File: src/rtl/ring_fifo_ctrl.sv
// ring_fifo_ctrl
//   Synchronous first-word-fall-through FIFO with ready/valid on both sides.
//   Holds up to SIZE entries in a circular store; pointers wrap at SIZE-1,
//   so SIZE need not be a power of two.
//
// Ports
//   i_clk          clock, all state updates on rising edge
//   i_reset        synchronous active-high reset (highest priority)
//   i_clear        synchronous flush of all entries
//   i_push_valid   producer offers i_push_data
//   o_push_ready   FIFO can accept an entry (!o_full)
//   i_push_data    entry to write
//   o_pop_valid    head entry available (!o_empty)
//   i_pop_ready    consumer takes head entry
//   o_pop_data     head entry, combinational read of the head slot
//   o_count        occupancy 0..SIZE
//   o_full         o_count == SIZE
//   o_empty        o_count == 0
module ring_fifo_ctrl #(
   parameter int SIZE  = 32,
   parameter int WIDTH = 64,
   localparam int CW   = $clog2(SIZE + 1),
   localparam int PW   = $clog2(SIZE)
) (
   input  logic             i_clk,
   input  logic             i_reset,
   input  logic             i_clear,
   input  logic             i_push_valid,
   output logic             o_push_ready,
   input  logic [WIDTH-1:0] i_push_data,
   output logic             o_pop_valid,
   input  logic             i_pop_ready,
   output logic [WIDTH-1:0] o_pop_data,
   output logic [CW-1:0]    o_count,
   output logic             o_full,
   output logic             o_empty
);

   logic [PW-1:0]    r_wptr;
   logic [PW-1:0]    r_rptr;
   logic [CW-1:0]    r_cnt;
   logic [WIDTH-1:0] r_mem [SIZE];

   logic             w_push;
   logic             w_pop;
   logic             w_flush;
   logic [PW-1:0]    w_wptr_nxt;
   logic [PW-1:0]    w_rptr_nxt;

   // Flags come from the registered count only, so ready/valid never see
   // a combinational path from any input (and a full FIFO cannot be
   // relieved by a same-cycle pop).
   assign o_full       = (r_cnt == CW'(SIZE));
   assign o_empty      = (r_cnt == '0);
   assign o_push_ready = !o_full;
   assign o_pop_valid  = !o_empty;
   assign o_count      = r_cnt;
   assign o_pop_data   = r_mem[r_rptr];

   assign w_push  = i_push_valid & o_push_ready;
   assign w_pop   = o_pop_valid & i_pop_ready;
   assign w_flush = i_reset | i_clear;

   // Explicit wrap at SIZE-1 instead of relying on natural overflow.
   assign w_wptr_nxt = (r_wptr == PW'(SIZE - 1)) ? '0 : r_wptr + PW'(1);
   assign w_rptr_nxt = (r_rptr == PW'(SIZE - 1)) ? '0 : r_rptr + PW'(1);

   always_ff @(posedge i_clk) begin
      if (w_flush) begin
         r_wptr <= '0;
         r_rptr <= '0;
         r_cnt  <= '0;
      end else begin
         if (w_push) r_wptr <= w_wptr_nxt;
         if (w_pop)  r_rptr <= w_rptr_nxt;
         case ({w_push, w_pop})
            2'b10:   r_cnt <= r_cnt + CW'(1);
            2'b01:   r_cnt <= r_cnt - CW'(1);
            default: r_cnt <= r_cnt;
         endcase
      end
   end

   // Storage is never reset; a push coinciding with reset/clear is dropped.
   always_ff @(posedge i_clk) begin
      if (w_push && !w_flush) r_mem[r_wptr] <= i_push_data;
   end

`ifdef SIMULATION
   always @(posedge i_clk) begin
      if (!i_reset) begin
         if (int'(r_cnt) > SIZE)
            $fatal(1, "ring_fifo_ctrl: count %0d exceeds SIZE %0d", r_cnt, SIZE);
         if (((int'(r_wptr) - int'(r_rptr) + SIZE) % SIZE) != (int'(r_cnt) % SIZE))
            $fatal(1, "ring_fifo_ctrl: pointer/count mismatch w=%0d r=%0d c=%0d",
                   r_wptr, r_rptr, r_cnt);
      end
   end
`endif

endmodule
File: config.mk
export PLATFORM = sky130hd
export DESIGN_NAME = ring_fifo_ctrl
export DESIGN_NICKNAME = d
export VERILOG_FILES = /design/src/rtl/ring_fifo_ctrl.sv
export SDC_FILE = /design/constraint.sdc
export NUM_CORES = 2
export LEC_CHECK = 0
export BUFFER_PORTS_ARGS = -buffer_cell sky130_fd_sc_hd__buf_4
export CAP_MARGIN = 40
export CORE_AREA = 10 10 493 495
export CTS_CLUSTER_SIZE = 24
export DETAILED_ROUTE_END_ITERATION = 8
export DIE_AREA = 0 0 503 505
export SYNTH_ARGS = -nofsm -noshare
export SYNTH_HDL_FRONTEND = slang
export SYNTH_SLANG_ARGS = --single-unit
File: constraint.sdc
create_clock -name i_clk -period 6 [get_ports i_clk]
set_input_delay 0.6 -clock i_clk [delete_from_list [all_inputs] [get_ports i_clk]]
set_output_delay 0.6 -clock i_clk [all_outputs]
set_load 0.05 [all_outputs]
==> results.sh <==
export IMPL_status="finished, final reports clean"
export IMPL_h_tree_depth=4
export IMPL_cellPowerDensity_nw_per_um2=321
export IMPL_pin_count=143
export IMPL_place_gp_congestion=0.720
export IMPL_worstPathRequired_ps=5400
export IMPL_max_vdd_ir_drop_mv=0.258
export IMPL_synth_largest_area_cell="edfxtp_1"
export IMPL_routedWlPerCell_um=28.2
export IMPL_syn_area_per_cell_um2=20.7
export IMPL_grt_util_all_layers_pct=15.8
export IMPL_crit_path_end_kind="primary output"
export IMPL_worst_path_max_fanout=37
export IMPL_hp_class="input pin to register"
export IMPL_hold_viol_final=0
export IMPL_grtUsageMet3_pct=3.25
export IMPL_core_um2=232000
export IMPL_power_static_leakage_nw=27.0
export IMPL_drt_iter0_drc=3894
export IMPL_dp_cells=6921
export IMPL_die_w_um=503
export IMPL_cp_data_arrival_time_ps=3890
export IMPL_start_kind="register"
export IMPL_synth_seq_area_share_pct=78.5
export IMPL_slew_headroom_pct=40.1
export IMPL_clk_pin_slew_worst_paths_ps=70
export IMPL_synth_area_leaders="edfxtp_1, mux4_2, mux2i_1"
export IMPL_postSynth_asyncResetShare_pct=0
export IMPL_fin_cells=7294
export IMPL_synth_edff_count=2048
export IMPL_area_growth_pct=15.9
export IMPL_dpl_cell_area_um2=84800
export IMPL_ctsHoldBuffers=0
export IMPL_portBuffers=142
export IMPL_finalSetupTns_ps=0
export IMPL_regArea_um2=61900
export IMPL_root_buffer="clkbuf_16"
export IMPL_synth_seq_cells=2069
export IMPL_period_needed_ps=4490
export IMPL_yosysMostFrequentCell="edfxtp_1"
export IMPL_grtUsageMet1_pct=21.0
export IMPL_yosysTopAreaCellShare_pct=77.9
export IMPL_cts_path_max_buffers=3
export IMPL_clock_skew_ps=51.7
export IMPL_fillers=20500
export IMPL_drv_slew=0
export IMPL_ant_nets=0
export IMPL_grt_most_used_layer="met2"
export IMPL_routed_wl_mm=206
export IMPL_synth_nets=3888
export IMPL_drc=0
export IMPL_drv_cap=0
export IMPL_max_freq_mhz=223
export IMPL_cts_tree="done"
export IMPL_die_y_um=505
export IMPL_hpwl_mm=115
export IMPL_vias_per_cell=5.36
export IMPL_groute_layer_met2_usage_pct=26.2
export IMPL_grt_pass1_vias=40100
export IMPL_grt_setup_unrepaired="no"
export IMPL_dieArea_um2=254000
export IMPL_grt_max_degree=91
export IMPL_start_util_pct=34.0
export IMPL_num_vias=39100
export IMPL_setup_viol=0
export IMPL_ctsResizeCount=0
export IMPL_stdcell_area_um2=91400
export IMPL_grt_overflow_total=0
export IMPL_cts_buffers=205
export IMPL_rows=177
export IMPL_holdWs_ps=164
export IMPL_grt_pass1_wl_mm=294
export IMPL_cts_sinks=2069
export IMPL_syn_cell_area_um2=78900
export IMPL_clock_latency_ps=860
export IMPL_first_pass_iters=5
export IMPL_synth_common_cells="edfxtp_1, mux2i_1, a22oi_1"
export IMPL_drive_above_1_share_pct=21.4
export IMPL_critPathKind="register to primary output"
export IMPL_multi_input_area_um2=16200
export IMPL_synthesis_instances=3806
export IMPL_post_route_util_pct=39.4
export IMPL_worst_slew_pin_slew_ps=898
export IMPL_cts_setup_buffers=0
export IMPL_ys_warn_count=0
export IMPL_antenna_found_initial=11
export IMPL_ys_flop_type="edfxtp_1"
export IMPL_yosysUniqueCellTypes=55
export IMPL_min_period_over_period_pct=74.9
export IMPL_fin_nets=4167
[logic make-up (layout without fill, tap and decap cells)]
group	after synthesis	count (layout)	share of synthesized area (%)
buffers and inverters	223	665	1.43
xor gates and xnor gates	1	1	0.0111
and+or+nand+nor	330	330	2.13
muxes	747	747	13.9
adders and majority gates	13	13	0.216
AOI/OAI and AO/OA	423	423	3.87
DFF	2069	2069	78.5
other	0	3	0
[sequential cells by signal, summed over array words and instances, names as in the netlist, named ones only]
name and count:
r_rptr 5, r_mem 2048, r_wptr 5, o_count 6
[cell usage in the layout, fill, tap and decap left out, drive strengths merged, types with 3 or more instances in the layout]
cell      synthesis  routed
ha               12      12
dfxtp            21      21
clkinv            1      84
nand2            56      56
nor2b            11      11
clkinvlp          0       7
a22o             24      24
a21oi            48      48
or3               7       7
edfxtp         2048    2048
nand3b            5       5
inv              10      21
nand3           121     121
mux2i           466     466
mux4            279     279
and3              4       4
clkbuf           68     248
buf             144     284
diode             0       3
a31oi            26      26
or4               4       4
o21ai             7       7
nor2             54      54
and2              5       5
bufinv            0      21
nand4            43      43
nor3              3       3
a22oi           297     297
nand2b            4       4
o22ai             9       9
[critical path, cell delays in order, from the launching register on]
cell and delay [ps]:
dfxtp_4 480, buf_4 670, nor2_4 330, buf_4 310, a22oi_1 450, a31oi_1 160
nand3_1 310, buf_4 270
[per-stage QoR]
step | worst slack [ps] | power [mW]
after global placement | 1900 | 16.9
after global routing | 1310 | 30.2
after floorplan | 1450 | 16.5
after detailed placement | 2280 | 16.9
final | 1510 | 29.3
after CTS | 1330 | 29.6
[routing by layer]
metal / vias up / share of wire (%)
met2: 1376 / 49
met1: 20900 / 41
met5: - / 0.025
met4: 8 / 2.6
met3: 282 / 6.5
li1: 16500 / -
[cell type report]
cell class,instances,share of cell area (%)
multi-input cells,1514,17.7
flip-flops and latches,2069,67.7
diodes,3,0.00821
clock buffers,248,5.82
inverters,11,0.0465
clock inverters,122,1.47
repair buffers,284,3.04
well taps,3043,4.16
[power by group]
group	internal, mW	leakage (nW)	switching [mW]
clock	7.25	3.23	5.48
combinational	0.200	5.20	0.505
sequential	15.9	18.6	0.00905
[final timing paths]
| kind | from | to | slack, ps | depth (start not counted) |
|---|---|---|---|---|
| max | register | o_pop_data[55] | 1510 | 7 |
| min | i_push_data[44] | r_mem[2][44]$_DFFE_PP_ | 160 | 1 |
| max reg2reg | o_count[0]$_SDFFE_PP0P_ | o_count[5]$_SDFFE_PP0P_ | 2740 | 9 |
| min reg2reg | r_rptr[0]$_SDFFE_PP0N_ | register | 540 | 2 |
Note: power is estimated with default switching activity, not from simulation.
